### src/rtl/instr_fetch_pkg.sv
// Shared definitions for the instruction fetch unit: state encoding,
// special instruction encodings and default widths.
package instr_fetch_pkg;

  localparam int DEF_PC_W = 10;
  localparam int DEF_IW   = 9;

  typedef enum logic [1:0] {
    ST_IDLE   = 2'd0,
    ST_FETCH  = 2'd1,
    ST_LI_IMM = 2'd2,
    ST_HALT   = 2'd3
  } fetch_state_e;

  // HALT is the all-ones word; an li prefix has every bit above [1:0] clear.
  localparam logic [DEF_IW-1:0] HALT_WORD      = 9'h1FF;
  localparam logic [DEF_IW-1:0] LI_PREFIX_MASK = 9'h1FC;

endpackage

### src/rtl/instr_fetch_branch_lut.sv
// Constant branch target table, read combinationally by the low three bits
// of a beq instruction word.
module branch_lut #(
  parameter int PC_W = 10
) (
  input  logic [2:0]      idx_i,
  output logic [PC_W-1:0] target_o
);

  // Fixed target table lookup
  always_comb begin
    target_o = '0;
    case (idx_i)
      3'd0:    target_o = PC_W'(30);
      3'd1:    target_o = PC_W'(40);
      3'd2:    target_o = PC_W'(50);
      3'd3:    target_o = PC_W'(20);
      3'd4:    target_o = PC_W'(100);
      3'd5:    target_o = PC_W'(200);
      3'd6:    target_o = PC_W'(500);
      3'd7:    target_o = PC_W'(1000);
      default: target_o = '0;
    endcase
  end

endmodule

### src/rtl/instr_fetch.sv
// Instruction fetch sequencer: walks a combinational ROM one word per cycle,
// follows taken branches without a bubble and tags li immediates.
module instr_fetch
  import instr_fetch_pkg::*;
#(
  parameter int PC_W = DEF_PC_W,
  parameter int IW   = DEF_IW
) (
  input  logic            clk,
  input  logic            reset,
  input  logic            start,
  input  logic            stall,
  input  logic            branch_req,
  input  logic            branch_taken,
  input  logic [IW-1:0]   rom_data,
  output logic [PC_W-1:0] rom_addr,
  output logic [IW-1:0]   instr_o,
  output logic            instr_valid,
  output logic            imm_valid,
  output logic            done
);

  fetch_state_e    state_q, state_d;
  logic [PC_W-1:0] pc_q, pc_d;
  logic [PC_W-1:0] br_target_s;
  logic [PC_W-1:0] pc_inc_s;
  logic            is_halt_s;
  logic            is_li_s;

  branch_lut #(.PC_W(PC_W)) u_branch_lut (
    .idx_i    (rom_data[2:0]),
    .target_o (br_target_s)
  );

  assign pc_inc_s  = pc_q + PC_W'(1);
  assign is_halt_s = (rom_data == IW'(HALT_WORD));
  assign is_li_s   = ((rom_data & IW'(LI_PREFIX_MASK)) == '0);

  // Next-state and next-PC selection; stall freezes everything
  always_comb begin
    state_d = state_q;
    pc_d    = pc_q;
    if (stall) begin
      state_d = state_q;
      pc_d    = pc_q;
    end else begin
      case (state_q)
        ST_IDLE, ST_HALT: begin
          if (start) begin
            state_d = ST_FETCH;
            pc_d    = '0;
          end else begin
            state_d = state_q;
            pc_d    = pc_q;
          end
        end
        ST_FETCH: begin
          if (is_halt_s) begin
            state_d = ST_HALT;
            pc_d    = pc_q;
          end else if (branch_req) begin
            state_d = ST_FETCH;
            pc_d    = branch_taken ? br_target_s : pc_inc_s;
          end else if (is_li_s) begin
            state_d = ST_LI_IMM;
            pc_d    = pc_inc_s;
          end else begin
            state_d = ST_FETCH;
            pc_d    = pc_inc_s;
          end
        end
        ST_LI_IMM: begin
          state_d = ST_FETCH;
          pc_d    = pc_inc_s;
        end
        default: begin
          state_d = ST_IDLE;
          pc_d    = '0;
        end
      endcase
    end
  end

  // State and PC registers
  always_ff @(posedge clk or posedge reset) begin
    if (reset) begin
      state_q <= ST_IDLE;
      pc_q    <= '0;
    end else begin
      state_q <= state_d;
      pc_q    <= pc_d;
    end
  end

  // Outputs decode straight from state so reset clears them at once
  assign rom_addr    = pc_q;
  assign instr_o     = ((state_q == ST_FETCH) || (state_q == ST_LI_IMM)) ? rom_data : '0;
  assign instr_valid = (state_q == ST_FETCH);
  assign imm_valid   = (state_q == ST_LI_IMM);
  assign done        = (state_q == ST_HALT);

endmodule

### config.mk
export PLATFORM = sky130hd
export DESIGN_NAME = instr_fetch
export DESIGN_NICKNAME = d
export VERILOG_FILES = /design/src/rtl/instr_fetch_pkg.sv /design/src/rtl/instr_fetch_branch_lut.sv /design/src/rtl/instr_fetch.sv
export SDC_FILE = /design/constraint.sdc
export NUM_CORES = 1
export LEC_CHECK = 0
export CORE_ASPECT_RATIO = 1.4
export CORE_MARGIN = 2
export CORE_UTILIZATION = 41
export DETAILED_ROUTE_END_ITERATION = 7
export PLACE_DENSITY = 0.76
export RECOVER_POWER = 50
export SLEW_MARGIN = 10
export SYNTH_ARGS = -nofsm -noshare
export SYNTH_HDL_FRONTEND = slang
export SYNTH_HIERARCHICAL = 1
export SYNTH_SLANG_ARGS = --single-unit
### constraint.sdc
create_clock -name clk -period 1.7 [get_ports clk]
set_input_delay 0.34 -clock clk [delete_from_list [all_inputs] [get_ports clk]]
set_output_delay 0.34 -clock clk [all_outputs]
set_load 0.005 [all_outputs]
==> impl_metrics.json <==
{
  "ys_ff_latch": 12,
  "status": "finished with violations",
  "worstPathRequired_ns": 1.86,
  "power.total_mw": 2.288,
  "syn2layout_area_growth_pct": 64.41,
  "cp-start-kind": "register",
  "finalNonFillerCells": 232,
  "syn_area_um2": 1111,
  "clkSinkCount": 12,
  "maxCapViolCount": 0,
  "setup_tns_ns": -0.7677,
  "hold_slack_ns": 0.5005,
  "critical_path.startpoint": "state_q[0]",
  "max_freq_mhz": 541.6,
  "finalWorstPathRequiredPeriod_ns": 1.846,
  "grt_pass1_wl_um": 5589,
  "fin_skew_ns": 0.009154,
  "clockBufferDepth": 2,
  "clock_latency_ns": 0.28,
  "path_common_cell": "buf_6",
  "start_util_pct": 42.94,
  "synth_cell_type_count": 44,
  "dieArea_um2": 3148,
  "ys_seq_area_share_pct": 27.03,
  "drive_gt1_share_pct": 35.20,
  "synthesis.nets": 155,
  "powerDensity_nw_per_um2": 1253,
  "port_buffers": 36,
  "preCtsSetupSlack_ns": -0.2549,
  "detail-route-antenna-nets": 0,
  "syn_area_per_cell_um2": 8.417,
  "fin_ws_ns": -0.1465,
  "routabilityCongestion": 0.8357,
  "drt_iter0_markers": 39,
  "cts_inserted_buffers": 3,
  "fin_area_um2": 1827,
  "regToRegSetupSlack_ns": -0.15,
  "synth_edf_count": 0,
  "vias_per_cell": 5.401,
  "htree_levels": 1,
  "synthArstFlopShare_pct": 100.0,
  "multi_input_area_um2": 825.8,
  "root_buffer": "clkbuf_4",
  "antenna_found_initial": 0,
  "worstPathArrival_ns": 2.01,
  "max-vdd-ir-drop_uv": 873.4,
  "grt_pass1_vias": 1269,
  "ioPinCount": 37,
  "hold_viol_final": 0,
  "post-route-util_pct": 70.60,
  "ff2ff_path_depth": 10,
  "detail_route.wl_per_cell_um": 14.94,
  "violations": "setup timing",
  "path_class": "register to register",
  "fin_nets": 220,
  "synth_ff_type": "dfrtp_1",
  "setup_viol": 17,
  "register_area_um2": 300.3,
  "die-height_um": 65.60,
  "crit_path_end": "rom_addr[4]",
  "grt-ovfl-total": 0,
  "report.final.slew_viol_count": 0,
  "cpMaxStageDelayCell": "dfrtp_1",
  "die_w_um": 48.00,
  "hpwlAfterDp_um": 2473,
  "slowest_delay_ns": 0.42,
  "cts.clk_slew.worst_paths_ns": 0.09,
  "fillers": 222,
  "yosysWarnings": 6,
  "vias": 1253,
  "postSynthCellCount": 132,
  "timing.rr.start": "state_q[0]",
  "min_path_type": "primary input to asynchronous set/reset pin",
  "rsz0062_at_grt": "yes",
  "antenna_cells": 0,
  "grt_max_degree": 13,
  "cts_tree": "yes",
  "r2r-end": "rom_addr[4]",
  "critPathMaxFanout": 3,
  "dpl.cell_count": 218,
  "grt_usage_pct": 23.96,
  "post-route-period-util_pct": 108.6,
  "drt-pass1-iter-count": 4,
  "num_rows": 22,
  "drc": 0,
  "coreArea_um2": 2587,
  "crit_chain": "buf_6, ha_4, buf_6, nand4_1, buf_4, nor4_4, buf_4, buf_6, a211o_1, a22o_1",
  "cts_hold_buffers": 0,
  "end_kind": "register",
  "totalWireLength_um": 3465,
  "placed_area_um2": 1635,
  "leakagePower_nw": 0.8153
}
final cells by class:
class                   instances  area share, %
multi-input cells             100          45.21
repair buffers                 68          31.30
flip-flops and latches         12          16.44
inverters                      12          2.603
well taps                      36          2.466
clock buffers                   4          1.986
flip-flops by register name (all words and copies together), names as in the netlist:
register and count:
rom_addr 10, state_q 2
synthesized netlist by cell type, types with 3 or more instances:
cell type / n / area [µm²]
nand2_1: 13 / 48.80
dfrtp_1: 12 / 300.3
inv_1: 12 / 45.04
nor2b_1: 10 / 62.56
ha_1: 8 / 100.1
a22o_1: 5 / 43.79
o21ai_0: 5 / 25.02
a211oi_1: 4 / 30.03
clkbuf_1: 4 / 15.01
nand3_1: 4 / 20.02
nor2_1: 4 / 15.01
o31ai_1: 4 / 30.03
a21oi_1: 3 / 15.01
and3_1: 3 / 18.77
nand4_1: 3 / 18.77
o2bb2ai_1: 3 / 26.28
routing by layer:
metal / share of wire (%) / GRT usage [%]
met1: 41 / 29.46
met5: 0 / 0
met4: 1.2 / 9.459
met3: 3.1 / 1.923
met2: 54 / 40.83
worst min path at each step:
stage,from,endpoint,slack [ns],depth (start not counted)
floorplan,reset,rom_addr[0],0.20,1
global placement,rom_addr[7],rom_addr[7],0.54,2
detailed placement,rom_addr[8],rom_addr[8],0.55,2
CTS,reset,rom_addr[9],0.40,2
global route,reset,rom_addr[9],0.54,2
finish,reset,rom_addr[9],0.50,2
logic make-up (layout without fill, tap and decap cells):
kind of cell    count (synthesis)  in the layout  share of synthesized area (%)
compound gates                 38             38                          26.13
xor+xnor                        1              1                         0.7884
fa+ha+maj                       8              8                          9.009
buf+inv                        20             84                          8.219
flops                          12             12                          27.03
mux                             2              2                          1.802
other cells                     1              1                         0.3375
simple gates                   50             50                          26.69
repair_timing:
item / 4_1_cts / 5_1_grt
gates resized for setup: 66 / 9
hold endpoints to repair: 0 / 0
pin swaps: 6 / 4
setup endpoints to repair: 24 / 25
buffers inserted: 8 / 4
cells in the final DEF (no fill, tap or decap), types with 2 or more instances in the layout:
master | netlist | final
and2_1 | 2 | 2
buf_2 | 1 | 9
nand4_1 | 3 | 3
o2bb2ai_1 | 3 | 3
clkbuf_4 | 0 | 3
inv_1 | 12 | 10
clkdlybuf4s50_1 | 0 | 23
and4_1 | 2 | 2
a211o_1 | 2 | 2
nand2_1 | 13 | 12
a22o_1 | 5 | 5
o21ai_0 | 5 | 5
and3_1 | 3 | 3
mux2i_1 | 2 | 2
o31ai_1 | 4 | 4
buf_6 | 1 | 6
nor2b_1 | 10 | 10
a211oi_2 | 0 | 3
buf_4 | 2 | 26
nor2_1 | 4 | 3
ha_4 | 0 | 2
ha_1 | 8 | 6
nand3_1 | 4 | 4
dfrtp_1 | 12 | 12
where the power goes:
group | internal, mW | total (mW) | switching [mW]
clock network | 0.130 | 0.237 | 0.107
registers | 0.359 | 0.471 | 0.112
logic | 0.882 | 1.58 | 0.698
worst max-delay path, delay by kind of cell (launching register included):
family | cells | cell delay, ns
flops | 1 | 0.42
compound gates | 2 | 0.40
buf+inv | 5 | 0.63
simple gates | 2 | 0.11
fa+ha+maj | 1 | 0.15
(Power assumes the default switching activity.)
